$ cat src/rtl/vga_timing_pkg.sv
// Shared raster timing constants for the scoreboard display path.
// Default 640x480@60 figures plus derived totals and sync windows.
package vga_timing_pkg;

    localparam int unsigned INDEX_W = 10;

    localparam int unsigned CLK_DIV_D  = 4;
    localparam int unsigned H_ACTIVE_D = 640;
    localparam int unsigned H_FP_D     = 16;
    localparam int unsigned H_SYNC_D   = 96;
    localparam int unsigned H_BP_D     = 48;
    localparam int unsigned V_ACTIVE_D = 480;
    localparam int unsigned V_FP_D     = 10;
    localparam int unsigned V_SYNC_D   = 2;
    localparam int unsigned V_BP_D     = 33;
    localparam int unsigned FPS_D      = 60;

    localparam int unsigned H_TOTAL = H_ACTIVE_D + H_FP_D + H_SYNC_D + H_BP_D;
    localparam int unsigned V_TOTAL = V_ACTIVE_D + V_FP_D + V_SYNC_D + V_BP_D;
    localparam int unsigned HS_START = H_ACTIVE_D + H_FP_D;
    localparam int unsigned HS_END   = HS_START + H_SYNC_D;
    localparam int unsigned VS_START = V_ACTIVE_D + V_FP_D;
    localparam int unsigned VS_END   = VS_START + V_SYNC_D;

    typedef struct packed {
        logic [INDEX_W-1:0] h;
        logic [INDEX_W-1:0] v;
    } raster_t;

    // A modulus of 1 still needs a 1-bit register.
    function automatic int unsigned cnt_w(int unsigned n);
        return (n > 1) ? $clog2(n) : 1;
    endfunction

endpackage

$ cat src/rtl/vga_timing_gen_counter.sv
// Modulo-N counter used for every stage of the raster carry chain.
// Exposes the next-state value so callers can decode registered outputs.
module mod_counter
    import vga_timing_pkg::*;
#(
    parameter int unsigned N = 2,
    parameter int unsigned W = 1
) (
    input  logic         clk_vga,
    input  logic         rst_vga,
    input  logic         en,
    output logic [W-1:0] cnt,
    output logic [W-1:0] nxt,
    output logic         wrap
);

    assign wrap = (cnt == W'(N - 1));

    always_comb begin
        nxt = cnt;
        if (en) begin
            nxt = wrap ? '0 : cnt + W'(1);
        end
    end

    always_ff @(posedge clk_vga) begin
        if (rst_vga) begin
            cnt <= '0;
        end else begin
            cnt <= nxt;
        end
    end

endmodule

$ cat src/rtl/vga_timing_gen.sv
// Raster timing generator: pixel divider, h/v counters, syncs and ticks.
// Sync/video flags decode next-state counts so they align with the indices.
module vga_timing_gen
    import vga_timing_pkg::*;
#(
    parameter int unsigned CLK_DIV        = CLK_DIV_D,
    parameter int unsigned H_ACTIVE       = H_ACTIVE_D,
    parameter int unsigned H_FP           = H_FP_D,
    parameter int unsigned H_SYNC         = H_SYNC_D,
    parameter int unsigned H_BP           = H_BP_D,
    parameter int unsigned V_ACTIVE       = V_ACTIVE_D,
    parameter int unsigned V_FP           = V_FP_D,
    parameter int unsigned V_SYNC         = V_SYNC_D,
    parameter int unsigned V_BP           = V_BP_D,
    parameter bit          HSYNC_POL      = 1'b0,
    parameter bit          VSYNC_POL      = 1'b0,
    parameter int unsigned FRAMES_PER_SEC = FPS_D
) (
    input  logic               clk_vga,
    input  logic               rst_vga,
    output logic [INDEX_W-1:0] h_index,
    output logic [INDEX_W-1:0] v_index,
    output logic               hsync,
    output logic               vsync,
    output logic               video_on,
    output logic               pix_tick,
    output logic               frame_tick,
    output logic               sec_tick
);

    localparam int unsigned H_TOT = H_ACTIVE + H_FP + H_SYNC + H_BP;
    localparam int unsigned V_TOT = V_ACTIVE + V_FP + V_SYNC + V_BP;
    localparam int unsigned HS_S  = H_ACTIVE + H_FP;
    localparam int unsigned HS_E  = HS_S + H_SYNC;
    localparam int unsigned VS_S  = V_ACTIVE + V_FP;
    localparam int unsigned VS_E  = VS_S + V_SYNC;
    localparam int unsigned DW    = cnt_w(CLK_DIV);
    localparam int unsigned FW    = cnt_w(FRAMES_PER_SEC);

    if (H_TOT > 1024 || V_TOT > 1024 || CLK_DIV < 1) begin : g_bad_cfg
        $error("vga_timing_gen: illegal timing parameters");
    end

    logic [DW-1:0] div, div_nxt;
    logic [FW-1:0] fc, fc_nxt;
    logic          div_wrap, h_wrap, v_wrap, fc_wrap;
    logic          h_en, v_en, fc_en;
    raster_t       nxt;
    int unsigned   h_n, v_n;
    logic          hs_act, vs_act, vis;
    logic          unused_bits;

    assign h_en = div_wrap;
    assign v_en = h_wrap & h_en;
    assign fc_en = v_wrap & v_en;

    mod_counter #(.N(CLK_DIV), .W(DW)) u_div (
        .clk_vga(clk_vga), .rst_vga(rst_vga), .en(1'b1),
        .cnt(div), .nxt(div_nxt), .wrap(div_wrap)
    );

    mod_counter #(.N(H_TOT), .W(INDEX_W)) u_h (
        .clk_vga(clk_vga), .rst_vga(rst_vga), .en(h_en),
        .cnt(h_index), .nxt(nxt.h), .wrap(h_wrap)
    );

    mod_counter #(.N(V_TOT), .W(INDEX_W)) u_v (
        .clk_vga(clk_vga), .rst_vga(rst_vga), .en(v_en),
        .cnt(v_index), .nxt(nxt.v), .wrap(v_wrap)
    );

    mod_counter #(.N(FRAMES_PER_SEC), .W(FW)) u_fc (
        .clk_vga(clk_vga), .rst_vga(rst_vga), .en(fc_en),
        .cnt(fc), .nxt(fc_nxt), .wrap(fc_wrap)
    );

    assign unused_bits = ^{div, fc, fc_nxt};

    always_comb begin
        h_n    = 32'(nxt.h);
        v_n    = 32'(nxt.v);
        hs_act = (h_n >= HS_S) && (h_n < HS_E);
        vs_act = (v_n >= VS_S) && (v_n < VS_E);
        vis    = (h_n < H_ACTIVE) && (v_n < V_ACTIVE);
    end

    always_ff @(posedge clk_vga) begin
        if (rst_vga) begin
            hsync      <= ~HSYNC_POL;
            vsync      <= ~VSYNC_POL;
            video_on   <= 1'b1;
            pix_tick   <= 1'b0;
            frame_tick <= 1'b0;
            sec_tick   <= 1'b0;
        end else begin
            hsync      <= hs_act ? HSYNC_POL : ~HSYNC_POL;
            vsync      <= vs_act ? VSYNC_POL : ~VSYNC_POL;
            video_on   <= vis;
            pix_tick   <= (div_nxt == DW'(CLK_DIV - 1));
            frame_tick <= fc_en;
            sec_tick   <= fc_en & fc_wrap;
        end
    end

endmodule
$ cat config.mk
export PLATFORM = sky130hd
export DESIGN_NAME = vga_timing_gen
export DESIGN_NICKNAME = d
export VERILOG_FILES = /design/src/rtl/vga_timing_pkg.sv /design/src/rtl/vga_timing_gen_counter.sv /design/src/rtl/vga_timing_gen.sv
export SDC_FILE = /design/constraint.sdc
export NUM_CORES = 1
export LEC_CHECK = 0
export CORE_MARGIN = 2
export CORE_UTILIZATION = 40
export CTS_CLUSTER_DIAMETER = 60
export DETAILED_ROUTE_END_ITERATION = 10
export GPL_TIMING_DRIVEN = 0
export HOLD_SLACK_MARGIN = 0.1
export PLACE_DENSITY = 0.73
export SETUP_SLACK_MARGIN = 0.1
export SYNTH_ARGS = -nofsm -noshare
export SYNTH_HDL_FRONTEND = slang
export SYNTH_SLANG_ARGS = --single-unit
$ cat constraint.sdc
create_clock -name clk_vga -period 5.1 [get_ports clk_vga]
set_input_delay 1.02 -clock clk_vga [delete_from_list [all_inputs] [get_ports clk_vga]]
set_output_delay 1.02 -clock clk_vga [all_outputs]
set_load 0.005 [all_outputs]
**Word-level counts from Yosys, hierarchy flattened**

Index checks and enable logic that the tools add are counted.

- Add/subtract/negate cells: 4
- Multipliers: 0
- Div/mod/pow operators: 0
- Magnitude comparators: 6
- Equal/unequal tests: 5
- Shift operators: 0
- Multiplexer cells: 8
- Bitwise gates (word level): 3
- Reductions and logical operators: 3

Operators with widths:

| kind | count |
|---|---|
| 10-bit two-way mux | 4 |
| 10-bit by 1-bit adder with 10-bit output (second input constant) | 2 |
| 10-bit == test (second input constant) | 2 |
| 10-bit less-than comparator (second input constant) | 2 |
| 10-bit by 9-bit less-than comparator with 1-bit output (second input constant) | 2 |
| 10-bit greater-or-equal comparator (second input constant) | 1 |
| 10-bit by 9-bit greater-or-equal comparator with 1-bit output (second input constant) | 1 |
| 6-bit by 1-bit adder with 6-bit output (second input constant) | 1 |
| 6-bit == test (second input constant) | 1 |
| 6-bit two-way mux | 1 |
| 2-bit == test (second input constant) | 2 |
| 1-bit AND | 3 |
| 1-bit logical AND | 3 |
| 2-bit by 1-bit adder with 2-bit output (second input constant) | 1 |
| 1-bit two-way mux | 2 |
| 2-bit two-way mux | 1 |

- Register bits: 34
- Bits in latches: 0
- RAM bits: 0
- Bits in read-only memories: 0
- Input port bits: 2
- Output and inout bits: 26
- Logic and storage cells: 39
- Memories kept: 0

**Logic depth before layout (Yosys ltp)**

- Word-level depth: 6
- Gate-level depth with buffers: 9
- Mapped depth without buffers: 8

**Hierarchy**

A second synthesis with hierarchy kept.

- Cell total of the unflattened synthesis: 196
- Area total of the unflattened synthesis: 1,801.7 µm²

By module, submodules not included:

| module | instances | cells an instance | area each (µm²) |
|---|---|---|---|
| mod_counter (u_v) | 1 | 65 | 603.1 |
| mod_counter (u_h) | 1 | 61 | 538.0 |
| mod_counter (u_fc) | 1 | 35 | 316.6 |
| vga_timing_gen | 1 | 25 | 232.7 |
| mod_counter (u_div) | 1 | 10 | 111.4 |

**Worst setup path before layout**

Ideal clock, no wire load.

- Path type: register to register
- From: register u_div.cnt[0]
- To: register vsync
- Setup time: 134 ps
- Arrival: 2,290 ps
- Required time: 4,966 ps
- Setup slack: 2,676 ps
- Stages on the path, launching flop included: 10
- Path buffers: 2
- Cell sequence: dfxtp_1 > ha_1 > buf_2 > nand3_1 > or4_4 > buf_6 > nor2_4 > a22oi_2 > or2_1 > or4_1

- Cells in the longest elaborated chain, start to end: 6
- Elaborated cells between the ends (all ways): 7
- Those cells by class: 2 x order compare; 1 x eq/ne; 2 x mux; 1 x bitwise; 1 x reduce/logical

RTL lines:

| item | RTL line | text |
|---|---|---|
| from (decl) | vga_timing_gen_counter.sv:12 | `output logic [W-1:0] cnt,` |
| from (signal assigned) | vga_timing_gen_counter.sv:30 | `cnt <= nxt;` |
| 2-bit == test * | vga_timing_gen_counter.sv:17 | `assign wrap = (cnt == W'(N - 1));` |
| 1-bit AND * | vga_timing_gen.sv:54 | `assign v_en = h_wrap & h_en;` |
| 10-bit two-way mux * | vga_timing_gen_counter.sv:21 | `if (en) begin` |
| 10-bit by 9-bit greater-or-equal comparator with 1-bit output / 10-bit by 9-bit less-than comparator with 1-bit output (equally long branches) | vga_timing_gen.sv:83 | `vs_act = (v_n >= VS_S) && (v_n < VS_E);` |
| 1-bit logical AND * | vga_timing_gen.sv:83 |  |
| 1-bit two-way mux * | vga_timing_gen.sv:97 | `vsync <= vs_act ? VSYNC_POL : ~VSYNC_POL;` |
| to (signal assigned) | vga_timing_gen.sv:90 | `vsync <= ~VSYNC_POL;` |
| to (signal assigned) | vga_timing_gen.sv:97 |  |
| to (decl) | vga_timing_gen.sv:24 | `output logic vsync,` |

Every way passes the cells marked *; elsewhere a longest branch is shown, timed or not.
A chain may end at the register's enable or synchronous reset.

**Worst setup path after layout**

Same ends and word-level chain as after synthesis.

==> out/metrics.cfg <==
[outcome]
status=completed

[logic_synthesis]
syn-num-nets=209
synth_top_area_share_pct=39.4
synth_top_area_cell=dfxtp_1
netlist_top_cells_count=dfxtp_1, nor2_1, nand2_1, nor3_1
ys_ff_latch=34
synth_area_leaders=dfxtp_1, xor2_1, ha_1, nor2_1, nor3_1
syn_avg_cell_area_um2=8.60
synth_edf_count=0
async_reset_ff_share_pct=0
synth_ff_type=dfxtp_1
synth_cell_type_count=46
yosys_warnings=0
syn_inst=201
yosys.cell_count.top_type=dfxtp_1
syn_area_um2=1730
ys_seq_area_share_pct=39.4

[global_routing]
grt_pass1_wl_um=6350
groute.usage.overall_pct=16.1
grt_pass1_vias=1371
antenna_found_initial=0
grt_max_degree=11
grt.overflow.total=0

[job]
maxCapViolCount=0

[clock_network]
clk_latency_ns=0.29
cts_tree=built
cts_max_level=2
clk_transition_reported_paths_ns=0.07
cts-root-buf=clkbuf_8
cts-resized-gates=0
clockBufferDepth=2
cts_sinks=34
numCtsBuffers=5
cts_hold_buffers=0
post_cts_buffers=0

[drt]
antenna_left=0
drc=0
routedWlPerCell_um=13.1
vias=1542
wl_um=3740
drt-initial-drc-count=97
vias_per_cell=5.41
drtPass1Iterations=4

[floorplan]
fp.dieH_um=69.8
die_w_um=69.8
fp.coreArea_um2=4090
rows=23
dieArea_um2=4870
ioPinCount=28
initial_core_util_pct=42.3

[sta]
setup_viol=0
slew_viol_final=0
fin_crit_ns=2.65
setup_tns_ns=0
whs_ns=0.456
clock-skew-final_ns=0.00646
finalHoldViolCount=0
grt_setup_unrepaired=false
worst-slew-pin-transition_ns=0.533
fmax_mhz=377
maxSlewHeadroom_pct=64.5
post-route-period-util_pct=52.0

[place]
portBuffers=26
gp_congestion=0.857
dpl_cell_area_um2=2050
dp.cells=277
dp.final_hpwl_um=2650

[final_layout]
layout-drive-gt1-share_pct=8.09
area_delta_synth_final_pct=25.0
nNetsFinal=242
stdcell_count=285
stdcell_area_um2=2160
diodes=0

[pwr]
internal_power_mw=0.411
p_switching_mw=0.107
combPwrFrac_pct=2.7
peakVddDrop_uv=131
p_seq_share_pct=52.3
power_density_nw_per_um2=240
power_frac_clock_pct=45.0
switching_share_pct=20.7
p_leak_nw=0.757
p_total_mw=0.518

[min_path]
holdPathStages=1
worst_hold_path_type=reg2reg

[setup_path]
critical_path_depth=8
slowest_stage=or4_1
slowest_delay_ns=0.54
path_max_fanout=10
worstRegToRegCells=8
worstPathRequired_ns=5.27
worstPathCellList=ha_1, buf_2, nand3_1, nor4_2, buf_4, a41oi_1, or4_1, or4_1
path_common_cell=or4_1
crit_family=simple AND/OR/NAND/NOR gates
critPathCaptureType=flip-flop
cp-start-kind=flip-flop
cp.buffers_inverters=2
cp.arrival_ns=2.82
critPathKind=reg2reg
reg2reg_slack_ns=2.45

[layout make-up]
cell class	count	area, um^2
buffer	14	72.6
timing repair buffer	26	260
inverter	7	26.3
clock buffer	8	110
fill	408	1920
tap	50	62.6
sequential	34	681
multi-input combinational	146	950
[power groups by stage]
stage                     logic (mW)  registers [mW]  clock network [mW]
final                         0.0142           0.271               0.233
after detailed placement      0.0143           0.277                   0
after floorplan              0.00893           0.277                   0
after global placement        0.0140           0.277                   0
after CTS                     0.0145           0.271               0.241
after global routing          0.0156           0.271               0.255
[cells in the final DEF, fill, tap and decap left out, drive strengths merged, types with 3 or more instances in the layout]
master,n
ha,6
nor2,21
nand2,14
xnor2,5
nand4,7
xor2,10
clkdlybuf4s50,26
nand3,8
inv,7
buf,6
o21ai,7
or3,3
o21bai,3
a21oi,10
nor4,3
nor3,14
dfxtp,34
or4,4
a31oi,3
clkbuf,16
[cell families after synthesis]
family                     synth area share, %
and+or+nand+nor                           27.3
muxes                                     1.16
AOI/OAI and AO/OA                         14.5
buffers and inverters                     5.72
DFF                                       39.4
adders and majority gates                 4.34
xor gates and xnor gates                  7.60
[final timing paths]
kind / from / endpoint
hold / removal: u_div.cnt[0] / u_div.cnt[0]
setup reg to reg: u_div.cnt[0] / vsync
setup / recovery: u_div.cnt[0] / vsync
hold reg to reg: u_div.cnt[0] / u_div.cnt[0]
[metrics by stage]
| step | setup WS [ns] | utilization (%) |
|---|---|---|
| floorplan | 2.68 | - |
| global placement | 2.44 | 50.2 |
| detailed placement | 2.43 | 50.2 |
| CTS | 2.42 | 52.9 |
| global route | 2.22 | 52.9 |
| finish | 2.45 | 52.9 |
[flip-flops by register name (all words and copies together), names as in the netlist, 2 cells and up]
| register | count |
|---|---|
| u_v.cnt | 10 |
| u_h.cnt | 10 |
| u_fc.cnt | 6 |
| u_div.cnt | 2 |
[routing by layer]
layer  track usage, %  wire (um)  vias up
li1                 -          -      786
met1             20.2       1750      702
met2             26.6       1700       46
met3             4.36        231        8
met4             5.77         57        0
met5                0          0        -
Note: power is estimated with default switching activity, not from simulation.
